--- config.mk ---
export PLATFORM = sky130hd
export DESIGN_NAME = trap_ctrl_flat
export DESIGN_NICKNAME = d
export VERILOG_FILES = /design/src/rtl/trap_ctrl_if.sv /design/src/rtl/trap_ctrl.sv /design/src/flat_wrapper.sv
export SDC_FILE = /design/constraint.sdc
export NUM_CORES = 1
export LEC_CHECK = 0
export BUFFER_PORTS_ARGS = -buffer_cell sky130_fd_sc_hd__clkbuf_2
export CAP_MARGIN = 0
export CORE_MARGIN = 5
export CORE_UTILIZATION = 44
export CTS_CLUSTER_DIAMETER = 150
export DETAILED_ROUTE_END_ITERATION = 8
export PLACE_DENSITY = 0.79
export SLEW_MARGIN = 15
export SYNTH_ARGS = -nofsm -noshare
export SYNTH_HDL_FRONTEND = slang
export SYNTH_SLANG_ARGS = --single-unit
--- constraint.sdc ---
create_clock -name clk_i -period 1.5 [get_ports clk_i]
set_input_delay 0.225 -clock clk_i [delete_from_list [all_inputs] [get_ports clk_i]]
set_output_delay 0.225 -clock clk_i [all_outputs]
set_load 0.005 [all_outputs]
--- src/rtl/trap_ctrl_if.sv ---
// Trap sequencer bus: exception/mret requests and CSR inputs from the pipeline,
// save/flush/redirect commands back out. master = pipeline side, slave = trap_ctrl.
interface trap_ctrl_if #(
  parameter int CNT_W = 16
);
  logic             exc_id_valid_i;
  logic [4:0]       exc_id_cause_i;
  logic             exc_ex_valid_i;
  logic [4:0]       exc_ex_cause_i;
  logic             mret_ex_i;
  logic [31:0]      mtvec_i;
  logic [31:0]      mepc_i;
  logic             save_pc_id_o;
  logic             save_pc_ex_o;
  logic [4:0]       exception_cause_o;
  logic             flush_if_o;
  logic             flush_id_o;
  logic             flush_ex_o;
  logic             redirect_valid_o;
  logic [31:0]      redirect_addr_o;
  logic             redirect_ready_i;
  logic             busy_o;
  logic             lockup_o;
  logic [CNT_W-1:0] trap_count_o;

  modport master (
    output exc_id_valid_i, exc_id_cause_i, exc_ex_valid_i, exc_ex_cause_i,
           mret_ex_i, mtvec_i, mepc_i, redirect_ready_i,
    input  save_pc_id_o, save_pc_ex_o, exception_cause_o, flush_if_o,
           flush_id_o, flush_ex_o, redirect_valid_o, redirect_addr_o,
           busy_o, lockup_o, trap_count_o
  );

  modport slave (
    input  exc_id_valid_i, exc_id_cause_i, exc_ex_valid_i, exc_ex_cause_i,
           mret_ex_i, mtvec_i, mepc_i, redirect_ready_i,
    output save_pc_id_o, save_pc_ex_o, exception_cause_o, flush_if_o,
           flush_id_o, flush_ex_o, redirect_valid_o, redirect_addr_o,
           busy_o, lockup_o, trap_count_o
  );
endinterface

--- src/rtl/trap_ctrl.sv ---
// Trap/return sequencer: arbitrates EX exception > mret > ID exception, commands CSR saves,
// flushes stages and holds a fetch redirect. Optional nested-trap lockup via TRAP_LOCKUP_EN.
module trap_ctrl #(
  parameter int CNT_W = 16
) (
  input logic       clk_i,
  input logic       rst_n_i,
  trap_ctrl_if.slave bus
);

  typedef enum logic [1:0] {
    IDLE     = 2'd0,
    REDIRECT = 2'd1
`ifdef TRAP_LOCKUP_EN
    ,LOCKUP  = 2'd2
`endif
  } state_e;

  state_e           state_q, state_d;
  logic [31:0]      addr_q, addr_d;
  logic [CNT_W-1:0] count_q;
  logic             count_inc;
  logic             save_id, save_ex;
  logic [4:0]       cause;
  logic             fl_if, fl_id, fl_ex;
  logic             is_exc;
`ifdef TRAP_LOCKUP_EN
  logic             handler_q, handler_d;
`endif

  // Target alignment discards the low bits of mtvec/mepc by construction.
  logic unused_bits;
  assign unused_bits = ^{bus.mtvec_i[1:0], bus.mepc_i[0]};

  // An ID exception loses to a coincident mret: EX is the older instruction.
  assign is_exc = bus.exc_ex_valid_i || (!bus.mret_ex_i && bus.exc_id_valid_i);

  always_comb begin
    // NOTE: every output of this block gets a default first, so no path can infer a latch.
    state_d   = state_q;
    addr_d    = addr_q;
    count_inc = 1'b0;
    save_id   = 1'b0;
    save_ex   = 1'b0;
    cause     = 5'd0;
    fl_if     = 1'b0;
    fl_id     = 1'b0;
    fl_ex     = 1'b0;
`ifdef TRAP_LOCKUP_EN
    handler_d = handler_q;
`endif
    case (state_q)
      IDLE: begin
        if (is_exc) begin
          count_inc = 1'b1;
          fl_if     = 1'b1;
          fl_id     = 1'b1;
          fl_ex     = bus.exc_ex_valid_i;
`ifdef TRAP_LOCKUP_EN
          if (handler_q) begin
            // Nested trap: no save so the original mepc survives for debug.
            fl_ex   = 1'b1;
            state_d = LOCKUP;
          end else begin
            handler_d = 1'b1;
`endif
            save_ex = bus.exc_ex_valid_i;
            save_id = !bus.exc_ex_valid_i;
            cause   = bus.exc_ex_valid_i ? bus.exc_ex_cause_i : bus.exc_id_cause_i;
            addr_d  = {bus.mtvec_i[31:2], 2'b00};
            state_d = REDIRECT;
`ifdef TRAP_LOCKUP_EN
          end
`endif
        end else if (bus.mret_ex_i) begin
          fl_if   = 1'b1;
          fl_id   = 1'b1;
          addr_d  = {bus.mepc_i[31:1], 1'b0};
          state_d = REDIRECT;
`ifdef TRAP_LOCKUP_EN
          handler_d = 1'b0;
`endif
        end
      end
      REDIRECT: begin
        fl_if = 1'b1;
        if (bus.redirect_ready_i) state_d = IDLE;
      end
`ifdef TRAP_LOCKUP_EN
      LOCKUP: begin
        fl_if = 1'b1;
        fl_id = 1'b1;
        fl_ex = 1'b1;
      end
`endif
      default: state_d = IDLE;
    endcase
  end

  // NOTE: sequential state uses non-blocking assignments so every register samples pre-edge values.
  always_ff @(posedge clk_i or negedge rst_n_i) begin
    if (!rst_n_i) begin
      state_q <= IDLE;
      addr_q  <= 32'd0;
      count_q <= '0;
    end else begin
      state_q <= state_d;
      addr_q  <= addr_d;
      if (count_inc) count_q <= count_q + CNT_W'(1);
    end
  end

`ifdef TRAP_LOCKUP_EN
  always_ff @(posedge clk_i or negedge rst_n_i) begin
    if (!rst_n_i) handler_q <= 1'b0;
    else          handler_q <= handler_d;
  end
  assign bus.lockup_o = (state_q == LOCKUP);
`else
  assign bus.lockup_o = 1'b0;
`endif

  assign bus.save_pc_id_o      = save_id;
  assign bus.save_pc_ex_o      = save_ex;
  assign bus.exception_cause_o = cause;
  assign bus.flush_if_o        = fl_if;
  assign bus.flush_id_o        = fl_id;
  assign bus.flush_ex_o        = fl_ex;
  assign bus.redirect_valid_o  = (state_q == REDIRECT);
  assign bus.redirect_addr_o   = addr_q;
  assign bus.busy_o            = (state_q != IDLE);
  assign bus.trap_count_o      = count_q;

endmodule

--- src/flat_wrapper.sv ---
// flat-port wrapper written by rule: the top's interface ports become plain ports
module trap_ctrl_flat 
#(
  parameter int CNT_W = 16
)
  (clk_i, rst_n_i, bus_exc_id_valid_i, bus_exc_id_cause_i, bus_exc_ex_valid_i, bus_exc_ex_cause_i, bus_mret_ex_i, bus_mtvec_i, bus_mepc_i, bus_redirect_ready_i, bus_save_pc_id_o, bus_save_pc_ex_o, bus_exception_cause_o, bus_flush_if_o, bus_flush_id_o, bus_flush_ex_o, bus_redirect_valid_o, bus_redirect_addr_o, bus_busy_o, bus_lockup_o, bus_trap_count_o);
  trap_ctrl_if #(.CNT_W(CNT_W)) bus_i ();
  input logic clk_i;
  input logic rst_n_i;
  input wire logic [$bits(bus_i.exc_id_valid_i)-1:0] bus_exc_id_valid_i;
  input wire logic [$bits(bus_i.exc_id_cause_i)-1:0] bus_exc_id_cause_i;
  input wire logic [$bits(bus_i.exc_ex_valid_i)-1:0] bus_exc_ex_valid_i;
  input wire logic [$bits(bus_i.exc_ex_cause_i)-1:0] bus_exc_ex_cause_i;
  input wire logic [$bits(bus_i.mret_ex_i)-1:0] bus_mret_ex_i;
  input wire logic [$bits(bus_i.mtvec_i)-1:0] bus_mtvec_i;
  input wire logic [$bits(bus_i.mepc_i)-1:0] bus_mepc_i;
  input wire logic [$bits(bus_i.redirect_ready_i)-1:0] bus_redirect_ready_i;
  output wire logic [$bits(bus_i.save_pc_id_o)-1:0] bus_save_pc_id_o;
  output wire logic [$bits(bus_i.save_pc_ex_o)-1:0] bus_save_pc_ex_o;
  output wire logic [$bits(bus_i.exception_cause_o)-1:0] bus_exception_cause_o;
  output wire logic [$bits(bus_i.flush_if_o)-1:0] bus_flush_if_o;
  output wire logic [$bits(bus_i.flush_id_o)-1:0] bus_flush_id_o;
  output wire logic [$bits(bus_i.flush_ex_o)-1:0] bus_flush_ex_o;
  output wire logic [$bits(bus_i.redirect_valid_o)-1:0] bus_redirect_valid_o;
  output wire logic [$bits(bus_i.redirect_addr_o)-1:0] bus_redirect_addr_o;
  output wire logic [$bits(bus_i.busy_o)-1:0] bus_busy_o;
  output wire logic [$bits(bus_i.lockup_o)-1:0] bus_lockup_o;
  output wire logic [$bits(bus_i.trap_count_o)-1:0] bus_trap_count_o;
  assign bus_i.exc_id_valid_i = bus_exc_id_valid_i;
  assign bus_i.exc_id_cause_i = bus_exc_id_cause_i;
  assign bus_i.exc_ex_valid_i = bus_exc_ex_valid_i;
  assign bus_i.exc_ex_cause_i = bus_exc_ex_cause_i;
  assign bus_i.mret_ex_i = bus_mret_ex_i;
  assign bus_i.mtvec_i = bus_mtvec_i;
  assign bus_i.mepc_i = bus_mepc_i;
  assign bus_i.redirect_ready_i = bus_redirect_ready_i;
  assign bus_save_pc_id_o = bus_i.save_pc_id_o;
  assign bus_save_pc_ex_o = bus_i.save_pc_ex_o;
  assign bus_exception_cause_o = bus_i.exception_cause_o;
  assign bus_flush_if_o = bus_i.flush_if_o;
  assign bus_flush_id_o = bus_i.flush_id_o;
  assign bus_flush_ex_o = bus_i.flush_ex_o;
  assign bus_redirect_valid_o = bus_i.redirect_valid_o;
  assign bus_redirect_addr_o = bus_i.redirect_addr_o;
  assign bus_busy_o = bus_i.busy_o;
  assign bus_lockup_o = bus_i.lockup_o;
  assign bus_trap_count_o = bus_i.trap_count_o;
  trap_ctrl #(.CNT_W(CNT_W)) u_core (.clk_i(clk_i), .rst_n_i(rst_n_i), .bus(bus_i));
endmodule
==> results of run 1 <==
==> per-stage QoR <==
stage               util [%]  setup slack (ns)
floorplan                  -             0.156
global route            61.2           -0.0436
CTS                     60.8           0.00949
global placement        58.9             0.121
finish                  61.2            0.0461
detailed placement      58.9            0.0135
==> how the worst max path moves through the flow <==
stage / startpoint / to
CTS: u_core.state_q[0] / bus_save_pc_id_o
detailed placement: u_core.bus.trap_count_o[0] / u_core.bus.trap_count_o[12]
floorplan: u_core.state_q[0] / u_core.bus.trap_count_o[15]
global route: u_core.state_q[0] / bus_exception_cause_o[2]
global placement: bus_exc_id_valid_i / bus_exception_cause_o[4]
finish: u_core.state_q[0] / bus_exception_cause_o[3]
==> final cells by class <==
cell class                      count  area share (%)
Clock buffer                        8            2.72
Tap cell                           72            2.72
Timing Repair Buffer              146            24.5
Multi-Input combinational cell    159            33.4
Inverter                            3           0.341
Sequential cell                    48            36.3
==> power groups by stage <==
stage          registers (mW)  logic [mW]  clock network [mW]
4_1_cts                  1.75       0.995               0.806
5_1_grt                  1.77        1.16               0.848
6_report                 1.74        1.03               0.765
3_5_place_dp             1.77       0.991                   0
3_3_place_gp             1.76       0.955                   0
2_1_floorplan            1.77       0.452                   0
==> logic make-up after synthesis <==
kind of cell / count (synthesis) / share of synthesized area (%)
other: 1 / 0.155
adder cells (fa/ha/maj): 1 / 0.518
flip-flops: 48 / 49.7
multiplexers: 35 / 14.5
buffers and inverters: 18 / 5.13
AO/OA/AOI/OAI: 37 / 9.94
XOR/XNOR: 15 / 5.44
AND/OR/NAND/NOR: 69 / 14.6
==> per-layer routing <==
metal | global-route usage, % | up-vias | part of all wire [%]
li1 | - | 1040 | -
met1 | 19.4 | 980 | 37
met2 | 29.8 | 81 | 53
met3 | 5.03 | 7 | 8.9
met4 | 5.26 | 0 | 1.4
met5 | 0 | - | 0
==> state kept, by name (all words and copies together) (netlist names) <==
name and flops:
u_core.state_q 1, u_core.bus.redirect_addr_o 31, u_core.bus.trap_count_o 16
==> synthesized netlist by cell type (all sizes together), types with 2 or more instances <==
cell type / instances
o2111ai: 2
buf: 15
a21oi: 30
xor2: 6
nor2: 43
and3: 3
nand3: 5
dfrtp: 48
mux2i: 35
nor3: 3
nand2: 9
nand4: 2
xnor2: 9
inv: 3
==> what timing repair did <==
item	in CTS	in global routing
resized for setup	2	1
endpoints found under the setup margin	2	8
hold endpoints to repair	48	0
pin swaps	0	1
setup buffers	0	2
hold buffers	1	0
==> flow_summary_export.csv, run 1 <==
group,metric,value,unit
final_layout,layout.area.seq,1200,um^2
min_path,worstHoldPathType,"input port to flip-flop",
setup_path,worst-endpoint-required,1.27,ns
flow_run,max_cap_violations,0,
clocking,clock_tree_from_tritoncts,"built",
clocking,clock-sinks,48,
global_route,grt_pass1_vias,2173,
power_and_ir_drop,power_frac_comb,29.2,%
sta,finalSetupViolCount,0,
placement,placed_cells,425,
floorplan,io_pins,141,
synthesis,synth_top_flop_cell,"sky130_fd_sc_hd__dfrtp_1",
floorplan,die_h,84.1,um
run_status,run_status,"completed",
routing,dr.pass1.iters,4,
setup_path,worst_reg_to_reg_setup_slack,0.12,ns
setup_path,path_max_fanout,8,
setup_path,timing.rr.start,"u_core.bus.trap_count_o[0]",
final_layout,layout-area-overhead-vs-synth,36.9,%
routing,routed-via-count,2108,
synthesis,area_fraction_of_the_dominant_cell_type_after_synthesis,49.7,%
global_route,grtUsageTotal,16.8,%
clocking,clock-root-buffer,"sky130_fd_sc_hd__clkbuf_8",
placement,numPortBuffers,135,
power_and_ir_drop,switching_share,30.3,%
power_and_ir_drop,total_power,3.53,mW
setup_path,timing_worst_setup_path_type,"flip-flop to output port",
floorplan,total_die_area,7070,um^2
setup_path,cp_slowest_cell,"sky130_fd_sc_hd__dfrtp_1",
synthesis,synthesis.yosys.warnings,0,
final_layout,mostFrequentLayoutCell,"sky130_fd_sc_hd__clkbuf_2",
synthesis,synth-edff-count,0,
sta,timing_max_transition_violations_final,0,
sta,totalNegativeSetupSlack,0,ns
routing,detailed_route_drc_error_count,0,
sta,hold_viol_final,0,
power_and_ir_drop,power.switching,1.07,mW
power_and_ir_drop,max-vdd-ir-drop,520,uV
sta,fin_hold_ws,0.141,ns
global_route,largest_net_degree_at_the_start_of_global_routing,49,
sta,grt_setup_unrepaired,"true",
routing,dr_wl_cell,13.1,um
routing,avgViaCountPerCell,4.83,
sta,post-route-min-period,1.45,ns
floorplan,core,5410,um^2
synthesis,async_flop_share,100,%
clocking,worst_setup_hold_path_clk_slew,0.08,ns
setup_path,crit_path_cell_trace,"o21bai_2, nor2_1, clkbuf_2",
routing,initialDrtViolationCount,44,
synthesis,postSynthAreaPerCell,10.8,um^2
routing,antenna_left,0,
clocking,worst_skew_pair.late_latency,0.29,ns
synthesis,sequential_area_share_after_synthesis,49.7,%
setup_path,cp_data_arrival_time,1.23,ns
setup_path,path_delay_family,"flip-flops",
final_layout,nNetsFinal,444,
min_path,min_delay_path_depth,2,
placement,dp_hpwl,4590,um
power_and_ir_drop,clkPwrFrac,21.7,%
clocking,cts_buffer_depth,2,
placement,dpl_cell_area,3180,um^2
setup_path,critPathCaptureType,"output port",
min_path,hold_path_startpoint,"bus_redirect_ready_i",
final_layout,layout.cell_area.non_filler,3310,um^2
final_layout,layout_cells_sized_above_1,45.1,%
power_and_ir_drop,power_density,1070,nW/um^2
floorplan,floorplan.initialDensity,44.7,%
synthesis,postSynthCellCount,224,
synthesis,yosys.cell_types.count,30,
setup_path,max_stage_delay,0.40,ns
sta,final_min_period_over_clock_period,96.9,%
sta,clock_skew,0.00320,ns
setup_path,r2r_end,"u_core.bus.trap_count_o[12]",
clocking,cts_max_level,2,
sta,fmax,0.688,GHz
setup_path,r2r_cells,5,
setup_path,crit_cells,3,
synthesis,synth_area,2420,um^2
final_layout,multi_input_comb_area,1100,um^2
global_route,antenna_found_initial,0,
final_layout,antenna-diode-count,0,
power_and_ir_drop,intPower,2.46,mW
final_layout,final.fill_count,458,
setup_path,critical_path.startpoint_type,"flip-flop",
clocking,numCtsBuffers,5,
synthesis,synth_top_cell_by_area,"sky130_fd_sc_hd__dfrtp_1",
power_and_ir_drop,power.leakage,1.70,nW
final_layout,layout.cells.non_filler,436,
power_and_ir_drop,power.sequential.fraction,49.1,%
global_route,grt_overflow_total,0,
floorplan,chipWidth,84.1,um
min_path,hold-path-endpoint,"u_core.state_q[0]",
setup_path,critical_path_buf_inv_count,1,
routing,finalWirelength,5730,um
synthesis,yosys_register_bits,48,
floorplan,placementRows,27,
global_route,wire_length_of_the_first_global_routing_pass,9770,um
placement,place_congestion,0.852,
final_layout,layout_common_cells,"sky130_fd_sc_hd__clkbuf_2, sky130_fd_sc_hd__dfrtp_1, sky130_fd_sc_hd__nor2_1",
synthesis,synth_area_leaders,"sky130_fd_sc_hd__dfrtp_1, sky130_fd_sc_hd__mux2i_1, sky130_fd_sc_hd__nor2_1",
Note: power is estimated with default switching activity, not from simulation.
==> run 2, diff against run 1 <==
Settings changed: CORE_MARGIN 5 to 10.
==> run 2 against run 1 <==
Against the previous run: die area up 25%; worst setup slack worse by 0.018 ns; final area fell by 0.26%; first-iteration DRC count decreased by 9.1%; critical path depth increased by 1; largest cell class unchanged; highest routed layer unchanged.
==> flow_summary_export.csv, run 2 (same netlist as run 1, synthesis figures left out) <==
group,metric,value,unit
global_route,grt_overflow_total,0,
final_layout,largest_register_ffs,31,
sta,finalSetupViolCount,0,
sta,postLayoutSetupSlackWorst,0.0280,ns
clocking,worst_skew_pair.late_latency,0.29,ns
routing,routed-via-count,2067,
setup_path,cp_data_arrival_time,1.25,ns
final_layout,mostFrequentLayoutCell,"sky130_fd_sc_hd__clkbuf_2",
routing,detailed_route_drc_error_count,0,
clocking,clock_tree_from_tritoncts,"built",
routing,antenna_left,0,
floorplan,placementRows,26,
floorplan,total_die_area,8850,um^2
final_layout,layout-area-overhead-vs-synth,36.5,%
routing,initialDrtViolationCount,40,
flow_run,max_cap_violations,0,
final_layout,antenna-diode-count,0,
placement,place_congestion,0.798,
global_route,antenna_found_initial,0,
final_layout,layout.area.seq,1200,um^2
sta,grt_setup_unrepaired,"true",
placement,numPortBuffers,135,
setup_path,timing_worst_setup_path_type,"flip-flop to output port",
setup_path,cp_slowest_cell,"sky130_fd_sc_hd__dfrtp_1",
power_and_ir_drop,max-vdd-ir-drop,569,uV
floorplan,core,5200,um^2
final_layout,finalCoreUtilization,63.4,%
routing,detailroute.wirelength.met2,3420,um
setup_path,path_delay_family,"flip-flops",
setup_path,critical_path_buf_inv_count,2,
global_route,wire_length_of_the_first_global_routing_pass,11100,um
global_route,largest_net_degree_at_the_start_of_global_routing,49,
clocking,clock-root-buffer,"sky130_fd_sc_hd__clkbuf_8",
placement,place_ws,0.0557,ns
sta,fmax,0.679,GHz
routing,dr.pass1.iters,4,
setup_path,max_stage_delay,0.39,ns
routing,dr_wl_cell,15.6,um
clocking,clock-sinks,48,
sta,post-route-min-period,1.47,ns
sta,final_min_period_over_clock_period,98.1,%
run_status,run_status,"completed",
final_layout,layout_common_cells,"sky130_fd_sc_hd__clkbuf_2, sky130_fd_sc_hd__dfrtp_1, sky130_fd_sc_hd__nor2_1",
routing,finalWirelength,6750,um
setup_path,critical_path.startpoint_type,"flip-flop",
routing,avgViaCountPerCell,4.77,
clocking,numCtsBuffers,5,
final_layout,multi_input_comb_area,1110,um^2
floorplan,floorplan.initialDensity,46.4,%
power_and_ir_drop,total_power,3.48,mW
routing,wl_met3,611,um
setup_path,crit_path_cell_trace,"buf_6, o21bai_4, nor2_1, buf_2",
routing,met1Wirelength,2650,um
floorplan,io_pins,141,
power_and_ir_drop,power.leakage,1.70,nW
sta,clock_skew,0.00391,ns
sta,totalNegativeSetupSlack,0,ns
final_layout,final.fill_count,462,
clocking,cts_buffer_depth,2,
global_route,grt_pass1_vias,2293,
global_route,grtUsageTotal,15.5,%
routing,top_layer_in_use,"met4",
clocking,worst_setup_hold_path_clk_slew,0.08,ns
clocking,cts_max_level,2,
final_layout,layout_cells_sized_above_1,45.2,%
floorplan,die_h,94.1,um
placement,dp_hpwl,5500,um
final_layout,nNetsFinal,444,
floorplan,chipWidth,94.1,um
setup_path,critPathCaptureType,"output port",
setup_path,worst-endpoint-required,1.27,ns
min_path,worstHoldPathType,"input port to flip-flop",
sta,timing_max_transition_violations_final,0,
setup_path,path_max_fanout,9,
power_and_ir_drop,power_density,1050,nW/um^2
sta,hold_viol_final,0,
[run 2: cell types whose count changed in the layout (fill, tap and decap cells not counted), sizes merged]
cell / change
buf: +6
clkbuf: -8
clkinv: +1
[run 2: routing by layer]
layer,track usage (%),vias up
met5,0,-
met4,4.56,0
met3,6.47,7
met2,26.8,85
met1,16.9,934
li1,-,1041
[run 2: cell type report]
cell class / count / area share (%)
flip-flops and latches: 48 / 36.4
multi-input cells: 159 / 33.5
repair buffers: 146 / 24.7
well taps: 70 / 2.66
clock buffers: 6 / 2.20
inverters: 3 / 0.341
clock inverters: 1 / 0.152
[run 2: worst paths after layout]
| kind | slack, ns | depth (start not counted) | end | startpoint |
|---|---|---|---|---|
| hold reg to reg | 0.47 | 1 | u_core.bus.trap_count_o[15] | u_core.bus.trap_count_o[15] |
| max in group asynchronous | 0.83 | 3 | u_core.bus.trap_count_o[9] | rst_n_i |
| setup reg to reg | 0.07 | 5 | u_core.bus.trap_count_o[12] | u_core.bus.trap_count_o[0] |
| hold / removal | 0.14 | 2 | u_core.state_q[0] | bus_redirect_ready_i |
| setup / recovery | 0.03 | 4 | bus_exception_cause_o[2] | u_core.state_q[0] |
| min in group asynchronous | 0.45 | 3 | u_core.bus.redirect_addr_o[27] | rst_n_i |
[run 2: stage by stage]
step,std cells,instance area [um^2],hold WS [ns]
final,433,3300,0.136
after global routing,433,3300,0.116
after CTS,432,3290,0.121
after detailed placement,423,3180,0.238
after global placement,423,3180,0.233
after floorplan,225,2420,-0.0706
[run 2: where the power goes]
part / switching (mW) / internal, mW
sequential: 0.201 / 1.55
clock: 0.399 / 0.317
combinational: 0.495 / 0.517
total: 1.10 / 2.38
[run 2: worst reg2reg max path: stages (launching register included)]
cell,delay (ns)
sky130_fd_sc_hd__dfrtp_1,0.44
sky130_fd_sc_hd__ha_1,0.21
sky130_fd_sc_hd__and3_2,0.27
sky130_fd_sc_hd__o2111ai_4,0.15
sky130_fd_sc_hd__nor2_1,0.15
sky130_fd_sc_hd__xor2_1,0.15
[run 2: timing repair]
item	CTS	global route
setup endpoints to repair	7	9
hold endpoints to repair	48	0
setup buffers	1	1
hold buffers	1	0
pin swaps	2	4
gates resized for setup	2	8
==> run 3, diff against run 2 <==
==> constraint.sdc (replaced) <==
create_clock -name clk_i -period 1.5 [get_ports clk_i]
set_input_delay 0.3 -clock clk_i [delete_from_list [all_inputs] [get_ports clk_i]]
set_output_delay 0.3 -clock clk_i [all_outputs]
set_load 0.005 [all_outputs]
==> run 3 against run 2 <==
Against the previous run: the flow now finishes with violations (negative setup slack); global-route usage is 0.11 points higher; sequential power about the same; core utilization is 1.2 points higher; final area increased by 1.8%; maximum frequency is 3.0% lower; worst setup slack worse by 0.046 ns; critical path depth unchanged; total power grew 2.7%; count of clock-buffer cells in the layout is 2 higher; final cell count grew 1.6%; register-to-register slack worse by 0.05 ns; critical path type unchanged; largest cell class unchanged; highest routed layer unchanged.
==> flow_summary_export.csv, run 3 (same netlist as run 1, synthesis figures left out) <==
group,metric,value,unit
final_layout,multi_input_comb_area,1120,um^2
final_layout,antenna-diode-count,0,
routing,wl_met3,739,um
final_layout,layout_common_cells,"sky130_fd_sc_hd__clkbuf_2, sky130_fd_sc_hd__dfrtp_1, sky130_fd_sc_hd__nor2_1",
floorplan,chipWidth,94.1,um
sta,final_min_period_over_clock_period,101,%
routing,dr_wl_cell,15.7,um
routing,finalWirelength,6920,um
setup_path,max_stage_delay,0.42,ns
final_layout,final.fill_count,445,
clocking,worst_skew_pair.late_latency,0.29,ns
setup_path,cp_data_arrival_time,1.22,ns
routing,antenna_left,0,
routing,dr.pass1.iters,4,
power_and_ir_drop,power_density,1060,nW/um^2
sta,clock_skew,0.00526,ns
setup_path,worst-endpoint-required,1.20,ns
clocking,clock-root-buffer,"sky130_fd_sc_hd__clkbuf_8",
placement,dpl_cell_area,3190,um^2
floorplan,die_h,94.1,um
final_layout,nNetsFinal,450,
setup_path,critical_path_buf_inv_count,2,
floorplan,placementRows,26,
final_layout,largest_register_ffs,31,
global_route,grt_overflow_total,0,
routing,detailroute.wirelength.met2,3540,um
clocking,clock_tree_from_tritoncts,"built",
floorplan,io_pins,141,
final_layout,layout.cell_area.non_filler,3360,um^2
power_and_ir_drop,power.leakage,1.73,nW
final_layout,mostFrequentLayoutCell,"sky130_fd_sc_hd__clkbuf_2",
setup_path,critPathCaptureType,"output port",
placement,place_congestion,0.831,
setup_path,crit_path_cell_trace,"buf_6, nor2_4, and3_1, clkbuf_2",
min_path,worstHoldPathType,"input port to flip-flop",
sta,finalSetupViolCount,1,
global_route,wire_length_of_the_first_global_routing_pass,11200,um
sta,hold_viol_final,0,
placement,numPortBuffers,135,
routing,routed-via-count,2153,
routing,met1Wirelength,2600,um
global_route,grtUsageTotal,15.6,%
flow_run,max_cap_violations,0,
sta,post-route-min-period,1.52,ns
setup_path,timing_worst_setup_path_type,"flip-flop to output port",
sta,postLayoutSetupSlackWorst,-0.0183,ns
global_route,largest_net_degree_at_the_start_of_global_routing,49,
final_layout,layout-area-overhead-vs-synth,39.0,%
placement,dp_hpwl,5570,um
sta,timing_max_transition_violations_final,0,
routing,initialDrtViolationCount,67,
routing,detailed_route_drc_error_count,0,
clocking,clock-sinks,48,
final_layout,layout.cells.non_filler,440,
sta,fmax,0.659,GHz
floorplan,core,5200,um^2
floorplan,floorplan.initialDensity,46.4,%
global_route,grt_pass1_vias,2397,
power_and_ir_drop,max-vdd-ir-drop,671,uV
sta,totalNegativeSetupSlack,-0.0183,ns
clocking,numCtsBuffers,5,
clocking,cts_buffer_depth,2,
placement,placed_cells,426,
floorplan,total_die_area,8850,um^2
global_route,antenna_found_initial,0,
setup_path,path_max_fanout,6,
run_status,violations,"negative setup slack",
routing,avgViaCountPerCell,4.89,
setup_path,cp_slowest_cell,"sky130_fd_sc_hd__dfrtp_1",
clocking,cts_max_level,2,
sta,fin_hold_ws,0.202,ns
setup_path,critical_path.startpoint_type,"flip-flop",
setup_path,path_delay_family,"flip-flops",
clocking,worst_setup_hold_path_clk_slew,0.08,ns
run_status,run_status,"finished with violations",
final_layout,layout_cells_sized_above_1,47.0,%
sta,grt_setup_unrepaired,"true",
placement,place_ws,-0.0480,ns
routing,top_layer_in_use,"met4",
final_layout,layout.area.seq,1200,um^2
[run 3: what timing repair did]
| action | in CTS | in global routing |
|---|---|---|
| endpoints found under the setup margin | 8 | 12 |
| hold buffers | 1 | 0 |
| pin swaps | 1 | 5 |
| setup buffers | 2 | 3 |
| gates resized for setup | 4 | 10 |
| hold endpoints to repair | 25 | 0 |
[run 3: path summary, 6_finish.rpt]
kind / endpoint / from / slack [ns] / depth (start not counted)
setup reg to reg: u_core.bus.trap_count_o[13] / u_core.state_q[0] / 0.02 / 5
hold reg to reg: u_core.bus.trap_count_o[15] / u_core.bus.trap_count_o[15] / 0.47 / 1
max in group asynchronous: u_core.bus.trap_count_o[7] / rst_n_i / 0.75 / 3
setup / recovery: bus_save_pc_id_o / u_core.state_q[0] / -0.02 / 4
hold / removal: u_core.state_q[0] / bus_redirect_ready_i / 0.20 / 2
min in group asynchronous: u_core.bus.redirect_addr_o[27] / rst_n_i / 0.52 / 3
[run 3: metrics by stage]
step / power (mW) / util [%]
finish: 3.57 / 64.5
global route: 3.84 / 64.5
CTS: 3.61 / 63.9
detailed placement: 2.81 / 61.3
global placement: 2.75 / 61.3
floorplan: 2.23 / -
[run 3: power by group]
group	internal, mW	switching, mW	total [mW]	leakage (nW)
registers	1.55	0.190	1.74	0.562
logic	0.541	0.511	1.05	1.12
clock network	0.377	0.405	0.782	0.0455
[run 3: worst reg2reg max path: stages (launching register included)]
cell	delay, ns
sky130_fd_sc_hd__dfrtp_1	0.42
sky130_fd_sc_hd__buf_4	0.15
sky130_fd_sc_hd__and4b_2	0.35
sky130_fd_sc_hd__o211ai_4	0.15
sky130_fd_sc_hd__nor3_2	0.17
sky130_fd_sc_hd__xor2_1	0.17
[run 3: final cells by class]
type                    instances  area share (%)
flip-flops and latches         48            35.8
repair buffers                152            25.2
clock buffers                   8            2.68
inverters                       3           0.335
multi-input cells             159            33.4
well taps                      70            2.61
[run 3: metal layers]
layer / vias up / GRT usage, %
li1: 1051 / -
met1: 1007 / 16.3
met2: 89 / 28.3
met3: 6 / 6.87
met4: 0 / 3.04
met5: - / 0
